### src/rtl/ahb_reg_slave.sv
// AHB-Lite register slave: CTRL (programmable wait states), NREG general registers
// and a read-only STATUS holding the committed-write count.
module ahb_reg_slave #(
  parameter int          NREG     = 8,
  parameter logic [31:0] CTRL_RST = 32'h0
) (
  input  logic        HCLK,
  input  logic        HRESET,
  input  logic        HSEL,
  input  logic [31:0] HADDR,
  input  logic [1:0]  HTRANS,
  input  logic        HWRITE,
  input  logic [2:0]  HSIZE,
  input  logic [2:0]  HBURST,
  input  logic [3:0]  HPROT,
  input  logic [31:0] HWDATA,
  input  logic        HREADY,
  output logic        HREADYOUT,
  output logic [1:0]  HRESP,
  output logic [31:0] HRDATA
);

  localparam int IW = (NREG > 1) ? $clog2(NREG) : 1;

  typedef enum logic [2:0] {S_IDLE, S_WAITST, S_XFER, S_ERR1, S_ERR2} state_t;
  typedef enum logic [1:0] {T_CTRL, T_REG, T_STAT} tgt_t;

  state_t         r_state, w_next;
  logic [31:0]    r_regs [NREG];
  logic [31:0]    r_ctrl;
  logic [15:0]    r_cnt;
  logic [1:0]     r_wcnt;
  logic           r_write;
  logic [3:0]     r_be;
  tgt_t           r_tgt;
  logic [IW-1:0]  r_idx;

  logic [11:0]    w_a;
  logic [9:0]     w_woff;
  logic [9:0]     w_ridx;
  logic           w_is_ctrl, w_is_stat, w_is_reg, w_mis, w_bad, w_acc;
  logic [3:0]     w_be;
  logic [31:0]    w_rdata;
  logic           w_unused;

  assign w_unused = ^{HBURST, HPROT, HADDR[31:12], w_ridx};

  // Address-phase decode
  assign w_a       = HADDR[11:0];
  assign w_woff    = w_a[11:2];
  assign w_ridx    = w_woff - 10'h040;
  assign w_is_ctrl = (w_woff == 10'h00C);
  assign w_is_stat = (w_woff == 10'h080);
  assign w_is_reg  = (w_woff >= 10'h040) && (w_ridx < 10'(NREG));
  assign w_mis     = ((HSIZE == 3'b001) && w_a[0]) ||
                     ((HSIZE == 3'b010) && (w_a[1:0] != 2'b00));
  assign w_bad     = (HSIZE > 3'b010) || w_mis ||
                     !(w_is_ctrl || w_is_stat || w_is_reg) || (w_is_stat && HWRITE);
  assign w_acc     = HSEL && HREADY && HTRANS[1] && HREADYOUT;

  always_comb begin
    w_be = 4'b1111;
    case (HSIZE)
      3'b000:  w_be = 4'b0001 << w_a[1:0];
      3'b001:  w_be = w_a[1] ? 4'b1100 : 4'b0011;
      default: w_be = 4'b1111;
    endcase
  end

  always_comb begin
    w_next = r_state;
    case (r_state)
      S_WAITST: if (r_wcnt == 2'd0) w_next = S_XFER;
      S_ERR1:   w_next = S_ERR2;
      default: begin
        if (!w_acc)                 w_next = S_IDLE;
        else if (w_bad)             w_next = S_ERR1;
        else if (r_ctrl[1:0] != '0) w_next = S_WAITST;
        else                        w_next = S_XFER;
      end
    endcase
  end

  always_comb begin
    w_rdata = '0;
    case (r_tgt)
      T_CTRL:  w_rdata = r_ctrl;
      T_REG:   w_rdata = r_regs[r_idx];
      default: w_rdata = {16'h0000, r_cnt};
    endcase
  end

  assign HREADYOUT = !((r_state == S_WAITST) || (r_state == S_ERR1));
  assign HRESP     = ((r_state == S_ERR1) || (r_state == S_ERR2)) ? 2'b01 : 2'b00;
  assign HRDATA    = ((r_state == S_XFER) && !r_write) ? w_rdata : '0;

  // A commit and a new accept can share an edge; the accept sees the pre-commit WAIT.
  always_ff @(posedge HCLK) begin
    if (HRESET) begin
      r_state <= S_IDLE;
      for (int unsigned i = 0; i < NREG; i++) r_regs[i] <= '0;
      r_ctrl  <= CTRL_RST;
      r_cnt   <= '0;
      r_wcnt  <= '0;
      r_write <= 1'b0;
      r_be    <= '0;
      r_tgt   <= T_CTRL;
      r_idx   <= '0;
    end else begin
      r_state <= w_next;
      if (w_acc) begin
        r_write <= HWRITE;
        r_be    <= w_be;
        r_tgt   <= w_is_ctrl ? T_CTRL : (w_is_reg ? T_REG : T_STAT);
        r_idx   <= w_ridx[IW-1:0];
      end
      if (w_acc && !w_bad && (r_ctrl[1:0] != '0))
        r_wcnt <= r_ctrl[1:0] - 2'd1;
      else if ((r_state == S_WAITST) && (r_wcnt != '0))
        r_wcnt <= r_wcnt - 2'd1;
      if ((r_state == S_XFER) && r_write) begin
        for (int unsigned b = 0; b < 4; b++) begin
          if (r_be[b]) begin
            if (r_tgt == T_CTRL) r_ctrl[8*b +: 8] <= HWDATA[8*b +: 8];
            else if (r_tgt == T_REG) r_regs[r_idx][8*b +: 8] <= HWDATA[8*b +: 8];
          end
        end
        r_cnt <= r_cnt + 16'd1;
      end
    end
  end

endmodule

### config.mk
export PLATFORM = sky130hd
export DESIGN_NAME = ahb_reg_slave
export DESIGN_NICKNAME = d
export VERILOG_FILES = /design/src/rtl/ahb_reg_slave.sv
export SDC_FILE = /design/constraint.sdc
export NUM_CORES = 1
export LEC_CHECK = 0
export CAP_MARGIN = 15
export CORE_MARGIN = 3
export CORE_UTILIZATION = 44
export DETAILED_ROUTE_END_ITERATION = 10
export GPL_TIMING_DRIVEN = 0
export SLEW_MARGIN = 20
export SYNTH_ARGS = -nofsm -noshare
export SYNTH_HDL_FRONTEND = slang
export SYNTH_SLANG_ARGS = --single-unit
### constraint.sdc
create_clock -name HCLK -period 2.9 [get_ports HCLK]
set_clock_uncertainty 0.2 [all_clocks]
set_input_delay 0.29 -clock HCLK [delete_from_list [all_inputs] [get_ports HCLK]]
set_output_delay 0.29 -clock HCLK [all_outputs]
set_load 0.01 [all_outputs]
Yosys cells after proc, flatten, opt, wreduce, memory -nomap -nowiden --
Memories as Yosys holds them, arrays and structs flattened. A register that Yosys moved wholly into a read port is not among the register bits. Cells that the tools add are included.
Word-level totals: register bits 63, bits in latches 0, bits in writable memories 256, bits in read-only memories 0, input bits 81, word-level logic and storage cells 105, memories kept 1
Memories:
- r_regs | depth 8, width 32, rd ports 1, clocked after Yosys merged registers in 1, wr ports 8, line 29 | logic [31:0] r_regs [NREG];
Cells by class: add/subtract/negate cells 4, multipliers 0, div/mod/pow operators 0, $lt $le $gt $ge 3, eq/ne operators 10, shifts and indexed selects 1, multiplexer cells 39, bitwise logic cells 0, reductions and logical operators 36
Operators with widths (number):
- $mux 32 | 2
- $pmux 32 s2 | 1
- $reduce_or 32->1 | 1
- $mux 1 | 21
- $add 16x1->16 const B | 1
- $mux 2 | 7
- $logic_and 1x1->1 | 12
- $mux 3 | 4
- $reduce_and 3->1 | 4
- $eq 10x4->1 const B | 1
- $eq 10x8->1 const B | 1
- $ge 10x7->1 const B | 1
- $lt 10x4->1 const B | 1
- $sub 10x7->10 const B | 1
- $eq 3x2->1 const B | 3
- $logic_or 1x1->1 | 8
- $mux 4 | 2
- $pmux 4 s2 | 1
- $reduce_bool 2->1 | 4
- $eq 3x1->1 const B | 2
- $pmux 3 s2 | 1
- $logic_not 1->1 | 4
- $logic_not 2->1 | 2
- $shl 1x2->4 const A | 1
- other kinds (6) | 7

Logic depth before layout (Yosys ltp) --
depth in word-level cells 11, depth in mapped cells 6, mapped depth without buffers 5

Worst setup path after synthesis --
OpenSTA, ideal clock, no wires.
path type register -> output, from reg (tool-made name), to out HRDATA[10], arrival 1.798 ns, slack 0.612 ns, stages on the path, launching flop included 7, cells stage by stage dfxtp_1 > buf_2 > buf_2 > mux4_2 > mux2i_1 > a21oi_1 > a22o_1
RTL lines:
- to (decl) | line 20 | output logic [31:0] HRDATA

==> flow_metrics.tcl <==
set metrics [dict create \
    rsz0062_at_grt "true" \
    io_buffers 86 \
    ir_worst_vdd_uv 316 \
    final_nets 1332 \
    cp-start-kind "flop" \
    grt_use_met1 0.286 \
    dp_hpwl_mm 26.2 \
    hp-start "HWRITE" \
    max_cap_viol_count 0 \
    relSlewSlack 0.481 \
    reg2reg_to "r_regs[4][25]$_SDFFCE_PN0P_" \
    p_leak_nw 6.22 \
    synth_seq_cells 322 \
    grt-ovfl-total 0 \
    ys_warn_count 0 \
    synth.distinct_cells 55 \
    power_density_nw_per_um2 561 \
    cts-htree-levels 2 \
    fin_crit_sh 1.02 \
    grt_max_degree 14 \
    path_clk_slew_ps 60 \
    cts_hold_buf 0 \
    final_cell_mix "256 x and2_1, 256 x edfxtp_1, 72 x nor2_1, 64 x mux4_2, 63 x dfxtp_1" \
    synth-edff-count 256 \
    drv_slew 0 \
    cts-buffers-inserted 36 \
    required_ps 2410 \
    first_iter_violations 838 \
    status "complete, but fails checks" \
    synth_top_flop_cell "edfxtp_1" \
    die-area_um2 36000 \
    viasPerCell 5.42 \
    violations "setup timing" \
    gp_congestion 0.829 \
    wl_mm 38.2 \
    grt_usage 0.214 \
    final_antenna_net_count 0 \
    pre_cts_slack_ps -575 \
    drive_gt1_frac 0.201 \
    io_pins 116 \
    tns_ps -74.2 \
    placedCellCount 1630 \
    hold_class "in2reg" \
    synthArstFlopShare 0 \
    die_h_um 190 \
    setup_violations 3 \
    hold_depth 3 \
    post_synth.cell_area_avg_um2 13.5 \
    drc_errors 0 \
    min_to "r_write$_SDFFE_PP0P_" \
    path_max_fanout 5 \
    wl_per_cell_um 22.2 \
    path_class "reg2out" \
    fmax_mhz 340 \
    area_growth_pct 20.3 \
    finalCriticalPeriod_ps 2940 \
    num_vias 9313 \
    synth_nets 1184 \
    grt_pass1_wl_mm 57.9 \
    end_kind "primary output" \
    rows 66 \
    regToRegSetupSlack_ps 210 \
    syn_area_um2 14800 \
    cts_buffer_depth 3 \
    grt_pass1_vias 9646 \
    clk_latency_ps 510 \
    dieWidth_um 190 \
    busiest_layer "met2" \
    hold_viol_final 0 \
    antenna_found_initial 0 \
    start_util 0.451 \
    fin_ws_ps -44.6 \
    fin_area_um2 17800 \
    cp.arrival_ps 2450 \
    cts_tree "yes" \
    dpl-instance-area_um2 16200 \
    nFillCells 2831 \
    firstDrtPassIters 5 \
    antennaDiodeCount 0 \
    max_slew.worst_pin.slew_ps 778 \
    fin_cells 1717 \
    gr-usage-met3 0.0251 \
    yosysSeqAreaShare 0.607 \
    r2r_cells 6 \
    core_um2 32900 \
    cts_sinks 322 \
    grtUsageMet2 0.365 \
    r2r_start "r_write$_SDFFE_PP0P_" \
    synth_cells 1102 \
    fin_util 0.543 \
    cts_root_buffer "clkbuf_16" \
]
registers in the layout (all words and copies together), names as in the netlist, named ones only:
register	count
r_cnt	16
r_regs	256
r_idx	3
r_state	3
r_be	4
r_wcnt	2
r_write	1
r_ctrl	32
r_tgt	2
power by group:
group	leakage, nW	switching [W]	internal, W
Clock	0.531	0.00177	0.00254
Combinational	2.51	0.000320	0.000241
Sequential	3.18	0.0000404	0.00510
Total	6.22	0.00213	0.00788
cell type report:
cell class                      instances  area, um^2  share of cell area
Sequential cell                       322        9010               0.505
Multi-Input combinational cell        724        5810               0.326
Clock buffer                           50         985              0.0552
Timing Repair Buffer                  111         972              0.0545
Tap cell                              442         553              0.0310
Buffer                                 52         385              0.0216
Clock inverter                         13         110             0.00617
Inverter                                3        11.3            0.000631
worst max-delay path, cell delays in order (launching register included):
cell and delay (ps):
dfxtp_2 340, buf_12 120, buf_12 110, buf_12 120
mux4_2 500, mux2i_2 210, a21oi_1 100, a22o_1 270
buf_2 170
cell families after synthesis:
family          after synthesis  synth area share
xor+xnor                      9           0.00531
fa+ha+maj                     1          0.000843
compound gates              106            0.0442
mux                         128             0.140
other cells                   1          0.000253
buf+inv                      56            0.0159
flops                       322             0.607
simple gates                479             0.186
per-stage QoR:
| stage | power (W) | hold slack [ps] |
|---|---|---|
| floorplan | 0.00548 | 226 |
| global placement | 0.00573 | 267 |
| detailed placement | 0.00575 | 278 |
| CTS | 0.0101 | 171 |
| global route | 0.0103 | 197 |
| finish | 0.0100 | 183 |
cells in the mapped netlist (all sizes together) (6+ instances only):
cell    count  area, um^2
a211oi      6        45.0
a21oi      45         225
a22o       17         149
and2      256        1600
buf        22         108
clkbuf     31         116
dfxtp      66        1320
edfxtp    256        7690
mux2i      64         641
mux4       64        1440
nand2      19        71.3
nand3      11        55.1
nor2      100         375
nor3        7        35.0
o21ai      25         125
or2        33         206
or3         9        56.3
xnor2       6        52.6
worst max-delay path by stage:
stage | end | depth (start not counted) | startpoint | slack [ps]
final | HRDATA[6] | 8 | flop | -40
after global routing | HRDATA[12] | 8 | flop | -70
after CTS | r_regs[2][17]$_SDFFCE_PN0P_ | 5 | r_write$_SDFFE_PP0P_ | -200
after floorplan | HRDATA[10] | 6 | flop | 610
after global placement | HRDATA[28] | 7 | flop | -580
after detailed placement | HRDATA[28] | 7 | flop | -570
per-layer routing:
layer / vias up / routed length, um / part of all wire
met5: - / 0 / 0
met4: 0 / 1060 / 0.028
met3: 68 / 1810 / 0.047
met2: 233 / 19100 / 0.50
met1: 4645 / 16200 / 0.43
li1: 4367 / - / -
timing repair:
item,CTS,global route
gates resized for setup,194,54
setup buffers,14,11
gates cloned,3,0
pin swaps,25,17
endpoints found under the hold margin,0,0
endpoints found under the setup margin,266,206
(Power assumes the default switching activity.)
